`src/rtl/mesm6_imem_pkg.sv`:
```
// Shared types and constants for the instruction-memory arbiter.
package mesm6_imem_pkg;

    typedef enum logic [1:0] {
        IDLE = 2'd0,
        BUSY = 2'd1,
        GAP  = 2'd2
    } imem_arb_state_t;

    localparam int PORT_FETCH = 0;
    localparam int PORT_DEBUG = 1;

    localparam int IMEM_AW = 15;
    localparam int IMEM_DW = 48;

endpackage

```
`src/rtl/imem_arb_pick.sv`:
```
// Combinational winner select for the two instruction-memory requesters.
// Returns a one-hot grant; never 2'b11.
module imem_arb_pick
    import mesm6_imem_pkg::*;
(
    input  logic [1:0] req,
    input  logic       last,
    input  logic       rr_en,
    output logic [1:0] grant
);

    always_comb begin
        grant = 2'b00;
        if (req[PORT_FETCH] && req[PORT_DEBUG]) begin
            // last == 0 means the fetch port owned the previous access.
            if (rr_en && !last) begin
                grant[PORT_DEBUG] = 1'b1;
            end else begin
                grant[PORT_FETCH] = 1'b1;
            end
        end else begin
            grant = req;
        end
    end

endmodule

```
`src/rtl/imem_arbiter.sv`:
```
// Two-port arbiter in front of the single-ported instruction memory.
// Define IMEM_ARBITER_RR_EN for round-robin tie-breaking; default is fixed priority to port 0.
module imem_arbiter
    import mesm6_imem_pkg::*;
#(
    parameter int AW = IMEM_AW,
    parameter int DW = IMEM_DW
) (
    input  logic          clk,
    input  logic          reset_n,
    input  logic          i_req0,
    input  logic [AW-1:0] i_addr0,
    output logic          o_done0,
    output logic [DW-1:0] o_data0,
    input  logic          i_req1,
    input  logic [AW-1:0] i_addr1,
    output logic          o_done1,
    output logic [DW-1:0] o_data1,
    output logic [AW-1:0] o_mem_addr,
    output logic          o_mem_read,
    input  logic [DW-1:0] i_mem_data,
    input  logic          i_mem_done,
    output logic [1:0]    o_grant
);

    imem_arb_state_t state_reg;
    logic [AW-1:0]   mem_addr_reg;
    logic            mem_read_reg;
    logic [1:0]      grant_reg;
    logic [1:0]      pick_grant;
    logic            last_reg;
    logic            rr_en;

`ifdef IMEM_ARBITER_RR_EN
    assign rr_en = 1'b1;
`else
    // Pointer is fixed at "port 1 last" so port 0 always wins a tie.
    assign rr_en    = 1'b0;
    assign last_reg = 1'b1;
`endif

    imem_arb_pick u_pick (
        .req   ({i_req1, i_req0}),
        .last  (last_reg),
        .rr_en (rr_en),
        .grant (pick_grant)
    );

    always_ff @(posedge clk) begin
        if (!reset_n) begin
            state_reg    <= IDLE;
            mem_addr_reg <= '0;
            mem_read_reg <= 1'b0;
            grant_reg    <= 2'b00;
`ifdef IMEM_ARBITER_RR_EN
            last_reg     <= 1'b1;
`endif
        end else begin
            case (state_reg)
                IDLE, GAP: begin
                    // GAP keeps read low for this cycle; a stray repeated done is ignored here.
                    if (|pick_grant) begin
                        state_reg    <= BUSY;
                        mem_read_reg <= 1'b1;
                        mem_addr_reg <= pick_grant[PORT_FETCH] ? i_addr0 : i_addr1;
                        grant_reg    <= pick_grant;
`ifdef IMEM_ARBITER_RR_EN
                        last_reg     <= pick_grant[PORT_DEBUG];
`endif
                    end else begin
                        state_reg    <= IDLE;
                        mem_read_reg <= 1'b0;
                        grant_reg    <= 2'b00;
                    end
                end
                BUSY: begin
                    if (i_mem_done) begin
                        state_reg    <= GAP;
                        mem_read_reg <= 1'b0;
                        grant_reg    <= 2'b00;
                    end
                end
                default: begin
                    state_reg    <= IDLE;
                    mem_read_reg <= 1'b0;
                    grant_reg    <= 2'b00;
                end
            endcase
        end
    end

    assign o_done0    = (state_reg == BUSY) && grant_reg[PORT_FETCH] && i_mem_done;
    assign o_done1    = (state_reg == BUSY) && grant_reg[PORT_DEBUG] && i_mem_done;
    assign o_data0    = i_mem_data;
    assign o_data1    = i_mem_data;
    assign o_mem_addr = mem_addr_reg;
    assign o_mem_read = mem_read_reg;
    assign o_grant    = grant_reg;

endmodule

```
`config.mk`:
```
export PLATFORM = sky130hd
export DESIGN_NAME = imem_arbiter
export DESIGN_NICKNAME = d
export VERILOG_FILES = /design/src/rtl/mesm6_imem_pkg.sv /design/src/rtl/imem_arb_pick.sv /design/src/rtl/imem_arbiter.sv
export SDC_FILE = /design/constraint.sdc
export NUM_CORES = 1
export LEC_CHECK = 0
export BUFFER_PORTS_ARGS = -buffer_cell sky130_fd_sc_hd__buf_2
export CORE_AREA = 3 3 76 78
export DETAILED_ROUTE_END_ITERATION = 12
export DIE_AREA = 0 0 79 81
export GPL_TIMING_DRIVEN = 0
export HOLD_SLACK_MARGIN = 0.1
export PLACE_DENSITY_LB_ADDON = 0.15
export SLEW_MARGIN = 25
export SYNTH_ARGS = -nofsm -noshare
export SYNTH_HDL_FRONTEND = slang
export SYNTH_SLANG_ARGS = --single-unit
```
`constraint.sdc`:
```
create_clock -name clk -period 1.5 [get_ports clk]
set_input_delay 0.075 -clock clk [delete_from_list [all_inputs] [get_ports clk]]
set_output_delay 0.075 -clock clk [all_outputs]
set_load 0.02 [all_outputs]
```
Word level (Yosys, flattened, before mapping)
Index checks and enable logic that the tools add are counted.

Bits in registers: 20. Logic and storage cells: 27. Output and inout port bits: 116. RAM bits: 0. Memories kept: 0. Memory bits (read-only): 0. Input bits: 83. Latch bits: 0.

Divide/modulo/power cells: 0. $add $sub $neg: 0. Multipliers: 0. Mux-type cells: 11. Bitwise logic cells: 0. Shift operators: 0. Eq/ne operators: 3. Magnitude comparators: 0. Reductions and logical operators: 9.

Operator list (number): $mux 15 (1); $mux 2 (4); $pmux 2 s2 (2); $logic_and 1x1->1 (5); $reduce_or 2->1 (2); $mux 1 (3); $eq 2x1->1 const B (1); $eq 2x2->1 const B (1); $logic_not 2->1 (1); $ne 2x2->1 const B (1); $pmux 1 s2 (1); $reduce_and 2->1 (1).

Logic depth before layout (Yosys ltp)
Word-level depth: 5. Gate-level depth with buffers: 5. Gate-level depth less buffers: 3.

Modules after synthesis
From an unflattened synthesis, not the netlist that was laid out.

Cell total of the unflattened synthesis: 191. Area, all modules: 1625.3 µm².

Modules (own cells, without submodules): imem_arbiter (area each 1595.3 µm², instances 1, seq. area each 380.4 µm², cells an instance 187); imem_arb_pick (area each 30.0 µm², instances 1, seq. area each 0.0 µm², cells an instance 4).

Worst setup path before layout
OpenSTA, ideal clock, no wires.

Path type: reg2reg. Start point: reg, netlist name o_mem_read. End point: reg mem_addr_reg[10], in the netlist o_mem_addr[10]. Period minus slack after synthesis: 1.142 ns. Library setup time: 0.069 ns. Path slack: 0.358 ns. Path buffers: 1. Arrival: 1.074 ns. Cell stages (with the launch flop): 4. Data required time: 1.431 ns. Path through: dfxtp_1 or3b_4 buf_6 o21ai_1.

RTL lines: end signal: assignment (line imem_arbiter.sv:65) `mem_addr_reg <= pick_grant[PORT_FETCH] ? i_addr0 : i_addr1;`; end: declaration (line imem_arbiter.sv:27) `logic [AW-1:0] mem_addr_reg;`.

Final worst setup path
Start point: in i_addr1[12]. End point: reg mem_addr_reg[12], in the netlist o_mem_addr[12].

Word-level cells in the longest chain between the ends: 1.

RTL lines: start: declaration (line imem_arbiter.sv:16) `input logic [AW-1:0] i_addr1,`; $mux 15 (line imem_arbiter.sv:65).

Every way passes these cells. A chain may end at the register's enable or synchronous reset.

==> flow_summary_export.csv <==
group,metric,value,unit
timing,hold_violations,0,
timing,maxSlewViolCount,0,
global_route,grt_antenna_before_repair,0,
timing,finalCriticalPeriod,1.35,ns
power_and_ir_drop,p_leak,1.50,nW
logic_synthesis,yosysSeqAreaShare,24.0,%
place,routabilityCongestion,0.712,
cells_and_area,drive_gt1_share,71.7,%
route,wl_per_cell,11.5,um
setup_path,path_class,"in2reg",
floorplan,fp.dieArea,6400,um2
place,dp_cells,402,
setup_path,crit_family,"buffers and inverters",
timing,clock_skew,0.00104,ns
route,drtPass1Iterations,4,
cts,numClockSinks,19,
cells_and_area,largest_register_ff_count,15,
setup_path,slowest_delay,0.57,ns
timing,worst_slack,0.148,ns
cells_and_area,area_delta_synth_final,66.0,%
setup_path,end_kind,"register",
worst_hold_path,hp-class,"in2reg",
floorplan,die-height,81,um
timing,worst_hold_slack,0.0942,ns
power_and_ir_drop,comb_power_share,46.3,%
power_and_ir_drop,seqPwrFrac,32.9,%
cts,cts_tree,"done",
timing,setup_viol,0,
place,dp_worst_setup_slack,0.276,ns
setup_path,rr_worst_depth,3,
place,portBuffers,149,
route,vias_per_cell,4.06,
power_and_ir_drop,ir_worst_vdd,0.000298,V
worst_hold_path,hold_start,"i_addr1[13]",
logic_synthesis,synth_top_area_share,45.4,%
setup_path,r2r_setup_slack,0.27,ns
timing,finalCritPeriodShare,90.1,%
route,totalWireLength,4.87,mm
setup_path,critPathBufInv,3,
global_route,grt_usage,13.7,%
setup_path,rr_endpoint,"o_mem_read",
cells_and_area,nets,437,
cts,worstSkewPairLatency,0.26,ns
setup_path,timing.rr.start,"o_mem_read",
status,outcome,"finished clean",
worst_hold_path,whs_endpoint,"o_mem_addr[13]",
floorplan,start_util,30.9,%
cells_and_area,fin_cells,423,
cts,clk_pin_slew,0.07,ns
route,ant_nets,0,
setup_path,path_common_cell,"dlygate4sd3_1",
cts,cts_root_buf,"clkbuf_8",
cells_and_area,final_common_cell,"buf_2",
logic_synthesis,ys_types,21,
cts,post-cts-setup-buffers,0,
global_route,grt_start_max_net_pins,11,
global_route,grt_pass1_vias,1626,
logic_synthesis,yosysWarnings,0,
power_and_ir_drop,switching_power,0.000601,W
setup_path,arrival,1.50,ns
cts,clk_path_buf_depth,2,
floorplan,top_level_ports,199,
logic_synthesis,netlist_instances,183,
run,maxCapViolCount,0,
timing,setup-tns-final,0,ns
power_and_ir_drop,p_per_area,654,nW/um2
cts,numCtsBuffers,3,
logic_synthesis,syn_avg_cell_area,8.68,um2
logic_synthesis,synth_area,1590,um2
route,remaining_drc_errors,0,
worst_hold_path,holdPathStages,3,
global_route,grt_pass1_wl,7.11,mm
floorplan,rows,26,
timing,rsz0062_at_grt,"false",
floorplan,core-area,5140,um2
setup_path,worstPathMaxFanout,1,
logic_synthesis,syn_nets,266,
power_and_ir_drop,p_clk_share,20.8,%
setup_path,critical_path.startpoint_type,"input pin",
timing,max_freq,740,MHz
power_and_ir_drop,switching_share,34.8,%
cells_and_area,n_antenna_cell,0,
logic_synthesis,synth_area_leaders,"buf_4, dfxtp_1, mux2i_1",
cts,htreeDepth,1,
logic_synthesis,yosysTopAreaCell,"buf_4",
global_route,grt-ovfl-total,0,
floorplan,fp.dieW,79,um
timing,tightest_slew,0.474,ns
setup_path,cp_cell_sequence,"dlygate4sd3_1, buf_2, mux2i_1, dlygate4sd3_1, o21ai_1",
cells_and_area,final_cell_mix,"buf_2, buf_4, dfxtp_1",
power_and_ir_drop,internal-power,0.00112,W
route,drt_iter0_drc,79,
setup_path,slowest_stage,"dlygate4sd3_1",
timing,timing.slew.headroom,68.4,%
setup_path,critPathRequiredTime,1.65,ns
place,place_hpwl,4.10,mm
logic_synthesis,ys_ff_latch,19,
route,num_vias,1716,
cells_and_area,nFillCells,519,
## what timing repair did
action,4_1_cts,5_1_grt
endpoints found under the setup margin,0,0
hold buffers,17,0
gates resized for setup,0,0
endpoints found under the hold margin,11,0
## worst max-delay path by stage
stage / to / slack [ns] / start / cells after the start
2_1_floorplan: o_mem_addr[10] / 0.36 / o_mem_read / 3
3_3_place_gp: o_mem_addr[12] / 0.28 / reset_n / 5
3_5_place_dp: o_mem_addr[14] / 0.28 / reset_n / 5
4_1_cts: o_mem_addr[6] / 0.21 / i_addr0[6] / 5
5_1_grt: o_mem_addr[12] / 0.13 / i_addr1[12] / 5
6_report: o_mem_addr[12] / 0.15 / i_addr1[12] / 5
## per-layer routing
metal  GRT usage [%]  share of wire, %  up-vias
met5               0                 0        -
met4            3.95               1.3        0
met3            3.22                11        8
met2            26.5                54      114
met1            14.7                34      735
li1                -                 -      859
## stage by stage
step,cell area [um2],power [W],utilization [%]
2_1_floorplan,1590,0.00111,-
3_3_place_gp,2420,0.00134,47.1
3_5_place_dp,2420,0.00135,47.1
4_1_cts,2640,0.00174,51.3
5_1_grt,2640,0.00182,51.3
6_report,2640,0.00173,51.3
## final cells by class
cell class | instances | area (um2) | area share (%)
Buffer | 104 | 767 | 29.1
Clock buffer | 4 | 45.0 | 1.71
Multi-Input combinational cell | 60 | 440 | 16.7
Sequential cell | 19 | 380 | 14.4
Tap cell | 70 | 87.6 | 3.32
Timing Repair Buffer | 166 | 916 | 34.7
## worst min-delay path: cells and delay by family
kind / cells / cell delay [ns]
buf+inv: 1 / 0.07
mux: 1 / 0.05
compound gates: 1 / 0.12
## cells in the mapped netlist (all sizes together)
cell and number:
a31oi 1, or3b 1, o21ai 16, and2 3, clkbuf 5, nand3 1
o311a 1, a21boi 1, dfxtp 19, nor2b 1, buf 99, nand2b 1
nor3b 1, nor2 2, mux2i 15, and3b 1, o211ai 15
## power by group through the flow
stage	logic, W	registers (W)	clock network, W
floorplan	0.000480	0.000628	0
global placement	0.000763	0.000577	0
detailed placement	0.000766	0.000579	0
CTS	0.000806	0.000567	0.000370
global route	0.000852	0.000574	0.000393
finish	0.000799	0.000567	0.000359
## cells by family after synthesis
kind of cell,synth area share (%)
compound gates,13.6
flops,24.0
simple gates,4.65
mux,9.46
buf+inv,48.3
Power figures use the tool's default switching activity.
